## src/rtl/mdu_pkg.sv

```systemverilog
// Shared definitions for the multiply/divide unit: op encodings, FSM states, default width.
package mdu_pkg;
  localparam int MDU_WIDTH = 32;

  typedef enum logic [2:0] {
    MDU_MULT  = 3'd0,
    MDU_MULTU = 3'd1,
    MDU_DIV   = 3'd2,
    MDU_DIVU  = 3'd3,
    MDU_MTHI  = 3'd4,
    MDU_MTLO  = 3'd5
  } mdu_op_e;

  typedef enum logic [1:0] {
    IDLE,
    RUN,
    DONE
  } mdu_state_e;
endpackage

```

## src/rtl/mdu_div_step.sv

```systemverilog
// One combinational restoring-divide step: shift in one dividend bit, trial-subtract the divisor.
module mdu_div_step #(
  parameter int WIDTH = 32
) (
  input  logic [WIDTH-1:0] rem_in,
  input  logic             bit_in,
  input  logic [WIDTH-1:0] divisor,
  output logic [WIDTH-1:0] rem_out,
  output logic             q_bit
);
  logic [WIDTH:0] shifted;
  logic [WIDTH:0] trial;

  assign shifted = {rem_in, bit_in};
  assign trial   = shifted - {1'b0, divisor};
  // shifted < 2*divisor always holds, so the top bit of trial is a clean borrow flag
  assign q_bit   = ~trial[WIDTH];
  assign rem_out = q_bit ? trial[WIDTH-1:0] : shifted[WIDTH-1:0];
endmodule

```

## src/rtl/mul_div_unit.sv

```systemverilog
// Iterative radix-2 multiply/divide unit with HI/LO registers.
// Define MDU_SIGNED_EN to make MULT/DIV signed; otherwise they behave as MULTU/DIVU.
//
// state | meaning
// IDLE  | waiting for start; MTHI/MTLO handled here
// RUN   | one multiply/divide iteration per cycle, WIDTH cycles
// DONE  | result just written, done pulse; new start accepted
module mul_div_unit
  import mdu_pkg::*;
#(
  parameter int WIDTH = MDU_WIDTH,
  parameter int CNT_W = 6
) (
  input  logic             clk,
  input  logic             rst_n,
  input  logic             start,
  input  logic [2:0]       op,
  input  logic [WIDTH-1:0] rs_data,
  input  logic [WIDTH-1:0] rt_data,
  output logic             busy,
  output logic             done,
  output logic [WIDTH-1:0] hi,
  output logic [WIDTH-1:0] lo
);
  mdu_state_e         state;
  logic [CNT_W-1:0]   cnt;
  logic [2*WIDTH-1:0] acc;
  logic [2*WIDTH-1:0] acc_next;
  logic [WIDTH-1:0]   opb;
  logic [WIDTH-1:0]   rs_q;
  logic [WIDTH-1:0]   rem_nx;
  logic [WIDTH-1:0]   mag_a;
  logic [WIDTH-1:0]   mag_b;
  logic [WIDTH-1:0]   res_hi;
  logic [WIDTH-1:0]   res_lo;
  logic [WIDTH:0]     sum;
  logic               is_div;
  logic               div_zero;
  logic               q_bit;
  logic               launch;

  assign launch = start && !busy && !op[2];

`ifdef MDU_SIGNED_EN
  logic neg_q;
  logic neg_r;
  logic signed_op;
  logic sign_a;
  logic sign_b;

  assign signed_op = (op == MDU_MULT) || (op == MDU_DIV);
  assign sign_a    = signed_op & rs_data[WIDTH-1];
  assign sign_b    = signed_op & rt_data[WIDTH-1];
  assign mag_a     = sign_a ? -rs_data : rs_data;
  assign mag_b     = sign_b ? -rt_data : rt_data;
`else
  assign mag_a = rs_data;
  assign mag_b = rt_data;
`endif

  mdu_div_step #(.WIDTH(WIDTH)) u_div_step (
    .rem_in (acc[2*WIDTH-1:WIDTH]),
    .bit_in (acc[WIDTH-1]),
    .divisor(opb),
    .rem_out(rem_nx),
    .q_bit  (q_bit)
  );

  // Multiply keeps the multiplier in the low half and shifts right; divide shifts left.
  assign sum = {1'b0, acc[2*WIDTH-1:WIDTH]} + (acc[0] ? {1'b0, opb} : '0);

  always_comb begin
    acc_next = {sum, acc[WIDTH-1:1]};
    if (is_div) acc_next = {rem_nx, acc[WIDTH-2:0], q_bit};
  end

  always_comb begin
    res_hi = acc_next[2*WIDTH-1:WIDTH];
    res_lo = acc_next[WIDTH-1:0];
`ifdef MDU_SIGNED_EN
    if (is_div) begin
      if (neg_q) res_lo = -acc_next[WIDTH-1:0];
      if (neg_r) res_hi = -acc_next[2*WIDTH-1:WIDTH];
    end else if (neg_q) begin
      {res_hi, res_lo} = -acc_next;
    end
`endif
    // Divide by zero reports the raw dividend, not its magnitude
    if (is_div && div_zero) begin
      res_lo = '1;
      res_hi = rs_q;
    end
  end

  always_ff @(posedge clk or negedge rst_n) begin
    if (!rst_n) begin
      state    <= IDLE;
      cnt      <= '0;
      acc      <= '0;
      opb      <= '0;
      rs_q     <= '0;
      is_div   <= 1'b0;
      div_zero <= 1'b0;
      busy     <= 1'b0;
      done     <= 1'b0;
      hi       <= '0;
      lo       <= '0;
`ifdef MDU_SIGNED_EN
      neg_q    <= 1'b0;
      neg_r    <= 1'b0;
`endif
    end else begin
      done <= 1'b0;
      case (state)
        RUN: begin
          acc <= acc_next;
          cnt <= cnt + CNT_W'(1);
          if (cnt == CNT_W'(WIDTH-1)) begin
            hi    <= res_hi;
            lo    <= res_lo;
            busy  <= 1'b0;
            done  <= 1'b1;
            state <= DONE;
          end
        end
        default: begin
          state <= IDLE;
          if (launch) begin
            state    <= RUN;
            busy     <= 1'b1;
            cnt      <= '0;
            acc      <= {{WIDTH{1'b0}}, mag_a};
            opb      <= mag_b;
            is_div   <= op[1];
            div_zero <= (rt_data == '0);
            rs_q     <= rs_data;
`ifdef MDU_SIGNED_EN
            neg_q    <= sign_a ^ sign_b;
            neg_r    <= sign_a;
`endif
          end else if (start && op == MDU_MTHI) begin
            hi <= rs_data;
          end else if (start && op == MDU_MTLO) begin
            lo <= rs_data;
          end
        end
      endcase
    end
  end
endmodule

```

## config.mk

```make
export PLATFORM = sky130hd
export DESIGN_NAME = mul_div_unit
export DESIGN_NICKNAME = d
export VERILOG_FILES = /design/src/rtl/mdu_pkg.sv /design/src/rtl/mdu_div_step.sv /design/src/rtl/mul_div_unit.sv
export SDC_FILE = /design/constraint.sdc
export NUM_CORES = 1
export LEC_CHECK = 0
export CORE_ASPECT_RATIO = 0.9
export CORE_MARGIN = 1
export CORE_UTILIZATION = 50
export CTS_CLUSTER_SIZE = 10
export DETAILED_ROUTE_END_ITERATION = 8
export DONT_BUFFER_PORTS = 1
export PLACE_DENSITY_LB_ADDON = 0.12
export SLEW_MARGIN = 20
export SYNTH_ARGS = -nofsm -noshare
export SYNTH_HDL_FRONTEND = slang
export SYNTH_HIERARCHICAL = 1
export SYNTH_SLANG_ARGS = --single-unit
```

## constraint.sdc

```tcl
create_clock -name clk -period 5.5 [get_ports clk]
set_clock_uncertainty 0.1 [all_clocks]
set_input_delay 0.825 -clock clk [delete_from_list [all_inputs] [get_ports clk]]
set_output_delay 0.825 -clock clk [all_outputs]
set_load 0.02 [all_outputs]
```

After elaboration in Yosys (flattened, before gate mapping):

Index checks and enable logic that the tools add are counted.
Widths: inputs -> output; s select.

* register bits after elaboration: 204

* add/subtract/negate cells: 3
* equal/unequal tests: 7
* muxes and demuxes: 26
* bitwise logic cells: 2
* reductions and logical operators: 15

Operators by type and width (count)
* $mux 32: 13
* $mux 64: 3
* $add 32x32->33: 1
* $sub 33x32->33: 1
* $logic_not 32->1: 1
* $mux 6: 2
* $add 6x1->6 const B: 1
* $eq 3x3->1 const B: 2
* $eq 6x5->1 const B: 1
* $mux 1: 6
* $reduce_bool 2->1: 3
* $logic_and 1x1->1: 5
* $mux 2: 2
* $ne 2x1->1 const B: 2
* $reduce_and 2->1: 2
* $reduce_and 4->1: 1
* $reduce_and 3->1: 1
* $eq 2x1->1 const B: 1
* $logic_not 1->1: 2
* $ne 2x2->1 const B: 1
* $not 1->1: 2

Longest topological paths before layout:

Gate-level depths: netlist of run 1.

* depth after elaboration: 6
* depth in mapped cells: 19
* depth with buffers taken out: 18

Hierarchy:

The synthesis of run 1 kept the hierarchy.

By module, submodules not included
* mul_div_unit: instances 1, cells each 1189, area each 11299.6 µm², seq. area each 5104.9 µm²
* mdu_div_step: instances 1, cells each 305, area each 2358.5 µm², seq. area each 0.0 µm²

Worst setup path before layout of run 1:

No wires, ideal clock.

* kind: register -> register
* start: register acc[31]
* end: register hi[22]
* library setup time: 131 ps
* arrival: 3906 ps
* setup slack: 1362 ps
* stages on the path, launching flop included: 20
* cell sequence: dfrtp_1 -> inv_1 -> ha_1 -> fa_1 -> and2b_1 -> o2111ai_2 -> a21oi_2 -> o2111ai_1 -> a211oi_2 -> nor2_4 -> mux2i_4 -> and2_4 -> buf_12 -> inv_8 -> buf_12 -> mux2_4 -> mux2_2 -> a21oi_1 -> nor2_1 -> or3_1

* cells in the longest elaborated chain, start to end: 6

RTL lines
* start: declaration: RTL line mul_div_unit.sv:27 `logic [2*WIDTH-1:0] acc;`
* start signal: assignment: RTL line mul_div_unit.sv:116 `acc <= acc_next;`
* start signal: assignment: RTL line mul_div_unit.sv:132 `acc <= {{WIDTH{1'b0}}, mag_a};`
* $sub 33x32->33: RTL line mdu_div_step.sv:15 `assign trial = shifted - {1'b0, divisor};`
* $mux 32: RTL line mdu_div_step.sv:18 `assign rem_out = q_bit ? trial[WIDTH-1:0] : shifted[WIDTH-1:0];`
* named net rem_nx[22]: RTL line mul_div_unit.sv:31 `logic [WIDTH-1:0] rem_nx;`
* $mux 64: RTL line mul_div_unit.sv:74 `if (is_div) acc_next = {rem_nx, acc[WIDTH-2:0], q_bit};`
* $mux 32: RTL line mul_div_unit.sv:89 `if (is_div && div_zero) begin`
* $mux 32: RTL line mul_div_unit.sv:118 `if (cnt == CNT_W'(WIDTH-1)) begin`
* $mux 32: RTL line mul_div_unit.sv:114 `case (state)`
* end signal: assignment: RTL line mul_div_unit.sv:119 `hi <= res_hi;`
* end signal: assignment: RTL line mul_div_unit.sv:142 `hi <= rs_data;`
* end: declaration: RTL line mul_div_unit.sv:22 `output logic [WIDTH-1:0] hi,`

The timed path passes the listed nets, and every way through them passes these cells. The select of a mux whose other input is x is not followed.
A chain may end at the register's enable or synchronous reset.

Worst setup path in the final report of run 1:

Ends and elaborated chain as after synthesis.

==> run metrics, run 1 <==
root buf cell=clkbuf_16; synth unique cells=92; gp weighted congestion=roughly 0.94; Synth Cell Area=0.0137 mm2; Post-synth EDFFs=0; setup ws final=roughly 840 ps; ys async rst share=100%; PortBufs=0; row cnt=57; violated checks=negative hold slack; post-layout min period=around 4700 ps; r2r startpoint=acc[31]; Die Area=0.0280 mm2; Hold Fails Final Rpt=108; outcome=complete, but fails checks; largest family of logic cells by synthesized area=compound AO/OA/AOI/OAI gates; critical path arrival=around 5000 ps; Avg WL per Cell=22.1 um; post-synthesis simple-gate area fraction=14.3%; Longest Clk Path Bufs=3; WP data required=about 5800 ps; 1st-iter DRT viols=between 900 and 1,000; Seq cells post-synth=204; Worst Setup Start Kind=register; H-tree depth=1; endpoint class of the critical path=register; clk sink count=204; leakage power=around 6.5 nW; Mean Syn Cell Area=9.14 um2; Reg2Reg Depth=17; largest net degree at the start of global routing=205; Max Cap Viol=0; crit-path max cell delay=approximately 410 ps; Post-Synth Adder-Cell Area=between 6 and 7%; Placed Instances=~1,800; chip width=176 um; setup tns final=0 ps; Layout Nets=1,584; slew margin rel.=28.9%; post-synth top area share=37.4%; Worst-Margin Slew=1070 ps; clock transition at the registers of the reported paths=60 ps; # DRC=0; grt ovf=0; Tot Pwr=a little over 10 mW; post-CTS sizing=0; layout cells sized above 1=roughly 14%; vias per cell=6.22; worst path buffer plus inverter count=2; fmax=approximately 0.21 GHz; area of the multi-input gates=between 0.007 and 0.008 mm2; initial antenna violation count=0; main area contributors after synthesis=dfrtp_1, mux2_2, ha_1; leading area contributor after synthesis=dfrtp_1; Synth Instances=1,494; path type of the worst setup path=reg -> reg; utilization after layout=between 50% and 60%; Post-Syn Nets=1,631; top post-synthesis cells by count=dfrtp_1, nand2_1, mux2_2; Yosys warning count=6; # IOs=136; Final period util=84.8%; Antenna Violating Nets Remaining=0; VDD IR-drop max=0.000332 V; Compound-Gate Fraction of Synth Area=21.1%; PD cells=705 mW/mm2; Final setup viols=0; Synth Flop Type=dfrtp_1; dpl hpwl=28,700 um; worst hold path class=in -> async; XOR/XNOR Fraction of Synth Area=roughly 3.5%; Place WS=872 ps; RSZ-0062 raised after global routing=false; most frequent cell after synthesis=dfrtp_1; global-route wire length before repair=62,500 um; Final Non-Filler Cells=1,808; Slew Limit Fails=0; WHS=-96.5 ps; Layout fillers=2,429; R2R Setup Slk=roughly 840 ps; CP max FO=24; sequential cell area=0.00511 mm2; Die H=159 um; mux contribution to synthesized area=13.0%; Crit path max-delay family=simple AND/OR/NAND/NOR gates; area delta synth->final=6.17%; Inserted Clock Buffers=25; final wirelength=40,000 um; DR pass1 iterations=5; CP max-delay cell=fa_1; crit-path cells=inv_1 -> ha_1 -> fa_1 -> and2b_1 -> o2111ai_2 -> a21oi_2 -> o2111ai_1 -> a211oi_2 -> nor2_4 -> mux2i_4 -> and2_4 -> inv_8 -> mux2_4 -> mux2_2 -> a21oi_1 -> nor2_1 -> or3_1; routed vias=11,200; Post-CTS Setup Inserts=0; global router's overall resource usage=28.6%; Starting Density=between 50 and 60%; Worst-Skew Late Latency=~520 ps; Worst Setup SP=acc[31]; CTS tree=yes; reg2reg end=hi[22]; register area share after synthesis=around 37%; vias in the first global route=10,900; Core Area=roughly 0.027 mm2
==> kinds of logic (layout without fill, tap and decap cells) <==
logic type	Yosys count	after routing
flops	204	204
buf+inv	138	97
fa+ha+maj	67	67
compound gates	451	451
other cells	0	1
mux	153	153
simple gates	427	427
xor+xnor	54	54
==> metal layers <==
metal	share of wire [%]	global-route usage, %	vias to the layer above	routed length [um]
met1	44	37.6	5502	17600
met3	4.9	4.12	70	1980
met4	3.2	9.53	0	1270
met5	0	0	-	0
met2	48	47.8	323	19200
li1	-	-	5348	-
==> power by group <==
part	internal (mW)	switching (mW)
combinational	2.53	3.31
sequential	2.10	0.842
clock	0.823	0.614
==> worst register-to-register path: stages, from the launching register on <==
cell,delay (ps)
dfrtp_1,400
inv_1,60
ha_1,220
fa_1,410
and2b_1,250
o2111ai_2,130
a21oi_2,250
o2111ai_1,230
a211oi_2,340
nor2_4,100
mux2i_4,400
and2_4,350
inv_8,140
mux2_4,340
mux2_2,260
a21oi_1,140
nor2_1,50
or3_1,370
==> per-stage QoR <==
| step | hold WS [ps] | instance area [um2] |
|---|---|---|
| floorplan | 356 | 13700 |
| global placement | 379 | 13800 |
| detailed placement | 381 | 13800 |
| CTS | -116 | 14500 |
| global route | -117 | 14500 |
| finish | -96.5 | 14500 |
==> state kept, by name, summed over array words and instances (netlist names) <==
| register | count |
|---|---|
| acc | 64 |
| hi | 32 |
| lo | 32 |
| opb | 32 |
| rs_q | 32 |
| cnt | 6 |
| state | 2 |
| busy | 1 |
| div_zero | 1 |
| done | 1 |
| is_div | 1 |
==> how the worst max path moves through the flow <==
stage,to,cells past startpoint
CTS,hi[9],17
global route,hi[9],17
floorplan,hi[22],19
global placement,hi[9],17
detailed placement,hi[9],17
finish,hi[22],17
==> final cells by class <==
| cell class | instances | area share [%] |
|---|---|---|
| tap | 354 | 3.05 |
| multi-input combinational | 1152 | 55.0 |
| clock buffer | 30 | 4.51 |
| sequential | 204 | 35.2 |
| antenna | 1 | 0.0173 |
| inverter | 50 | 1.35 |
| clock inverter | 3 | 0.121 |
| timing repair buffer | 14 | 0.725 |
==> layout by cell type (no fill, tap or decap), types with 14 or more instances in the layout <==
| cell | Yosys | layout |
|---|---|---|
| ha_1 | 65 | 65 |
| xnor2_1 | 30 | 30 |
| mux2_2 | 110 | 110 |
| a21oi_1 | 98 | 97 |
| clkbuf_16 | 0 | 25 |
| mux2i_1 | 23 | 23 |
| and2_1 | 35 | 35 |
| nand4_1 | 16 | 16 |
| mux2_4 | 19 | 19 |
| xor2_1 | 24 | 24 |
| a21o_1 | 33 | 33 |
| nor3_1 | 14 | 14 |
| o21a_1 | 18 | 18 |
| nand2_1 | 184 | 183 |
| buf_4 | 3 | 14 |
| a31oi_1 | 40 | 40 |
| o21ai_0 | 107 | 107 |
| dfrtp_1 | 204 | 203 |
| inv_1 | 47 | 47 |
| o22ai_1 | 30 | 30 |
| nor2_1 | 95 | 93 |
| nand3_1 | 31 | 31 |
Power figures use the tool's default switching activity.
==> run 2: changes to the inputs <==
==> constraint.sdc (replaced) <==
create_clock -name clk -period 4.15 [get_ports clk]
set_clock_uncertainty 0.1 [all_clocks]
set_input_delay 0.6225 -clock clk [delete_from_list [all_inputs] [get_ports clk]]
set_output_delay 0.6225 -clock clk [all_outputs]
set_load 0.02 [all_outputs]
==> run 2 against run 1 <==
Compared with the run above:
- the run still ends with negative hold slack left
- combinational power up 41%
- worst hold slack lost 210 ps
- sequential share of layout area shrank 0.66 points
- sequential power is 33% higher
- worst setup slack got worse by 690 ps
- count of clock-buffer cells in the layout is 2 higher
- critical path depth down 1
- first-iteration DRC count down 16%
- power up 38%
- wire length decreased by 1.4%
- global-route usage rose by 0.054 points
- critical path type unchanged
- largest power group unchanged
- highest routed layer unchanged
==> run metrics, run 2 (synthesis gave the netlist of run 1 again) <==
r2r startpoint=acc[50] (was acc[31]); Worst-Skew Late Latency=530 ps (was 520 ps); most frequent cells in the layout=dfrtp_1, nand2_1, mux2_2 (unchanged); # DRC=0 (unchanged); VDD IR-drop max=0.000654 V (was 0.000332 V); Longest Clk Path Bufs=3 (unchanged); WP data required=4470 ps (was 5800 ps); Avg WL per Cell=21.4 um (was 22.1 um); Layout Nets=1,613 (was 1,584); post-layout min period=4000 ps (was 4660 ps); clk sink count=204 (unchanged); vias per cell=6.10 (was 6.22); Final setup viols=0 (unchanged); largest net degree at the start of global routing=205 (unchanged); Worst-Margin Slew=980 ps (was 1070 ps); slew margin rel.=34.6% (was 28.9%); PD cells=955 mW/mm2 (was 705 mW/mm2); endpoint class of the critical path=register (unchanged); area delta synth->final=8.20% (was 6.17%); layout cells sized above 1=16.2% (was 14.1%); CTS tree=yes (unchanged); Worst Setup SP=acc[50] (was acc[31]); vias in the first global route=11,100 (was 10,900); H-tree depth=1 (unchanged); initial antenna violation count=1 (was 0); Slew Limit Fails=0 (unchanged); Inserted Clock Buffers=25 (unchanged); Die Area=0.0280 mm2 (unchanged); path type of the worst setup path=reg -> reg (unchanged); routed vias=11,200 (about the same); Antenna Violating Nets Remaining=0 (unchanged); Tot Pwr=14.1 mW (was 10.2 mW); CP max FO=12 (was 24); Hold Fails Final Rpt=204 (was 108); most common cell after layout, fill and taps aside=dfrtp_1 (unchanged); dpl hpwl=28,900 um (was 28,700 um); 1st-iter DRT viols=778 (was 922); chip width=176 um (unchanged); global router's overall resource usage=28.6% (about the same); Worst Setup Start Kind=register (unchanged); DR pass1 iterations=5 (unchanged); Layout fillers=2,484 (was 2,429); setup tns final=0 ps (unchanged); Die H=159 um (unchanged); worst hold path class=in -> async (unchanged); gp weighted congestion=0.931 (was 0.936); leakage power=6.62 nW (was 6.47 nW); row cnt=57 (unchanged); Placement Cell Area=0.0140 mm2 (was 0.0138 mm2); RSZ-0062 raised after global routing=false (unchanged); Core Area=0.0269 mm2 (unchanged); root buf cell=clkbuf_16 (unchanged); Max Cap Viol=0 (unchanged); design area=0.0148 mm2 (was 0.0145 mm2); # IOs=136 (unchanged); utilization after layout=55.0% (was 53.9%); PortBufs=0 (unchanged); Biggest register=acc (unchanged); clock transition at the registers of the reported paths=60 ps (about the same); fmax=0.250 GHz (was 0.214 GHz); WHS=-311 ps (was -96.5 ps); violated checks=negative hold slack (unchanged); grt ovf=0 (unchanged); Final period util=96.4% (was 84.8%); global-route wire length before repair=62,900 um (was 62,500 um); outcome=complete, but fails checks (unchanged); Starting Density=50.8% (unchanged); number of flip-flops in the largest register=64 (unchanged); final wirelength=39,500 um (was 40,000 um); critical path arrival=4320 ps (was 4960 ps)
==> run 2: layout make-up <==
class / instances / area (um2) / area share, %
multi-input combinational: 1152 / 8000 / 54.1
sequential: 204 / 5110 / 34.6
clock buffer: 32 / 652 / 4.41
tap: 354 / 443 / 3.00
timing repair buffer: 43 / 327 / 2.21
inverter: 50 / 200 / 1.35
clock inverter: 4 / 48.8 / 0.330
antenna: 1 / 2.50 / 0.0169
==> run 2: per-layer routing <==
layer | up-vias | GRT usage, % | part of all wire [%]
li1 | 5395 | - | -
met1 | 5464 | 38.7 | 44
met4 | 0 | 9.57 | 3.3
met2 | 288 | 46.5 | 47
met3 | 77 | 4.33 | 5.7
met5 | - | 0 | 0
==> run 2: final timing paths <==
path	end	slack, ps	cells past startpoint
hold reg to reg	cnt[5]	400	1
setup reg to reg	hi[18]	150	16
max in group asynchronous	opb[31]	3920	0
hold / removal	opb[14]	-310	0
min in group clk	opb[15]	140	1
setup / recovery	hi[18]	150	16
==> run 2: critical path, cell delays in order, from the launching register on <==
cell and delay (ps):
dfrtp_1 430, ha_1 400, and3_2 230, and3_1 230, a221o_1 320, a21oi_2 180
a211oi_2 110, nor2_4 170, mux2i_4 260, and2_4 210, clkinv_8 90, buf_4 150
mux2_4 290, mux2_2 270, a22oi_1 170, o211ai_1 120, o21a_1 140
==> run 2: repair_timing <==
item / 4_1_cts / 5_1_grt
hold endpoints to repair: 204 / 204
pin swaps: 1 / 5
buffers inserted: 0 / 10
gates cloned: 0 / 0
resized for setup: 1 / 9
setup endpoints to repair: 3 / 22
==> run 2: power breakdown <==
part | switching [mW] | internal, mW | leakage [nW]
clock network | 0.818 | 1.15 | 0.343
logic | 4.49 | 3.75 | 3.76
registers | 1.12 | 2.79 | 2.53
==> run 2: stage by stage <==
| step | setup WS [ps] | hold WS [ps] | cells |
|---|---|---|---|
| 3_3_place_gp | 3.80 | 236 | 1793 |
| 2_1_floorplan | 12.5 | 227 | 1494 |
| 4_1_cts | 19.6 | -326 | 1829 |
| 6_report | 150 | -311 | 1840 |
| 5_1_grt | 25.5 | -332 | 1839 |
| 3_5_place_dp | -24.0 | 235 | 1793 |
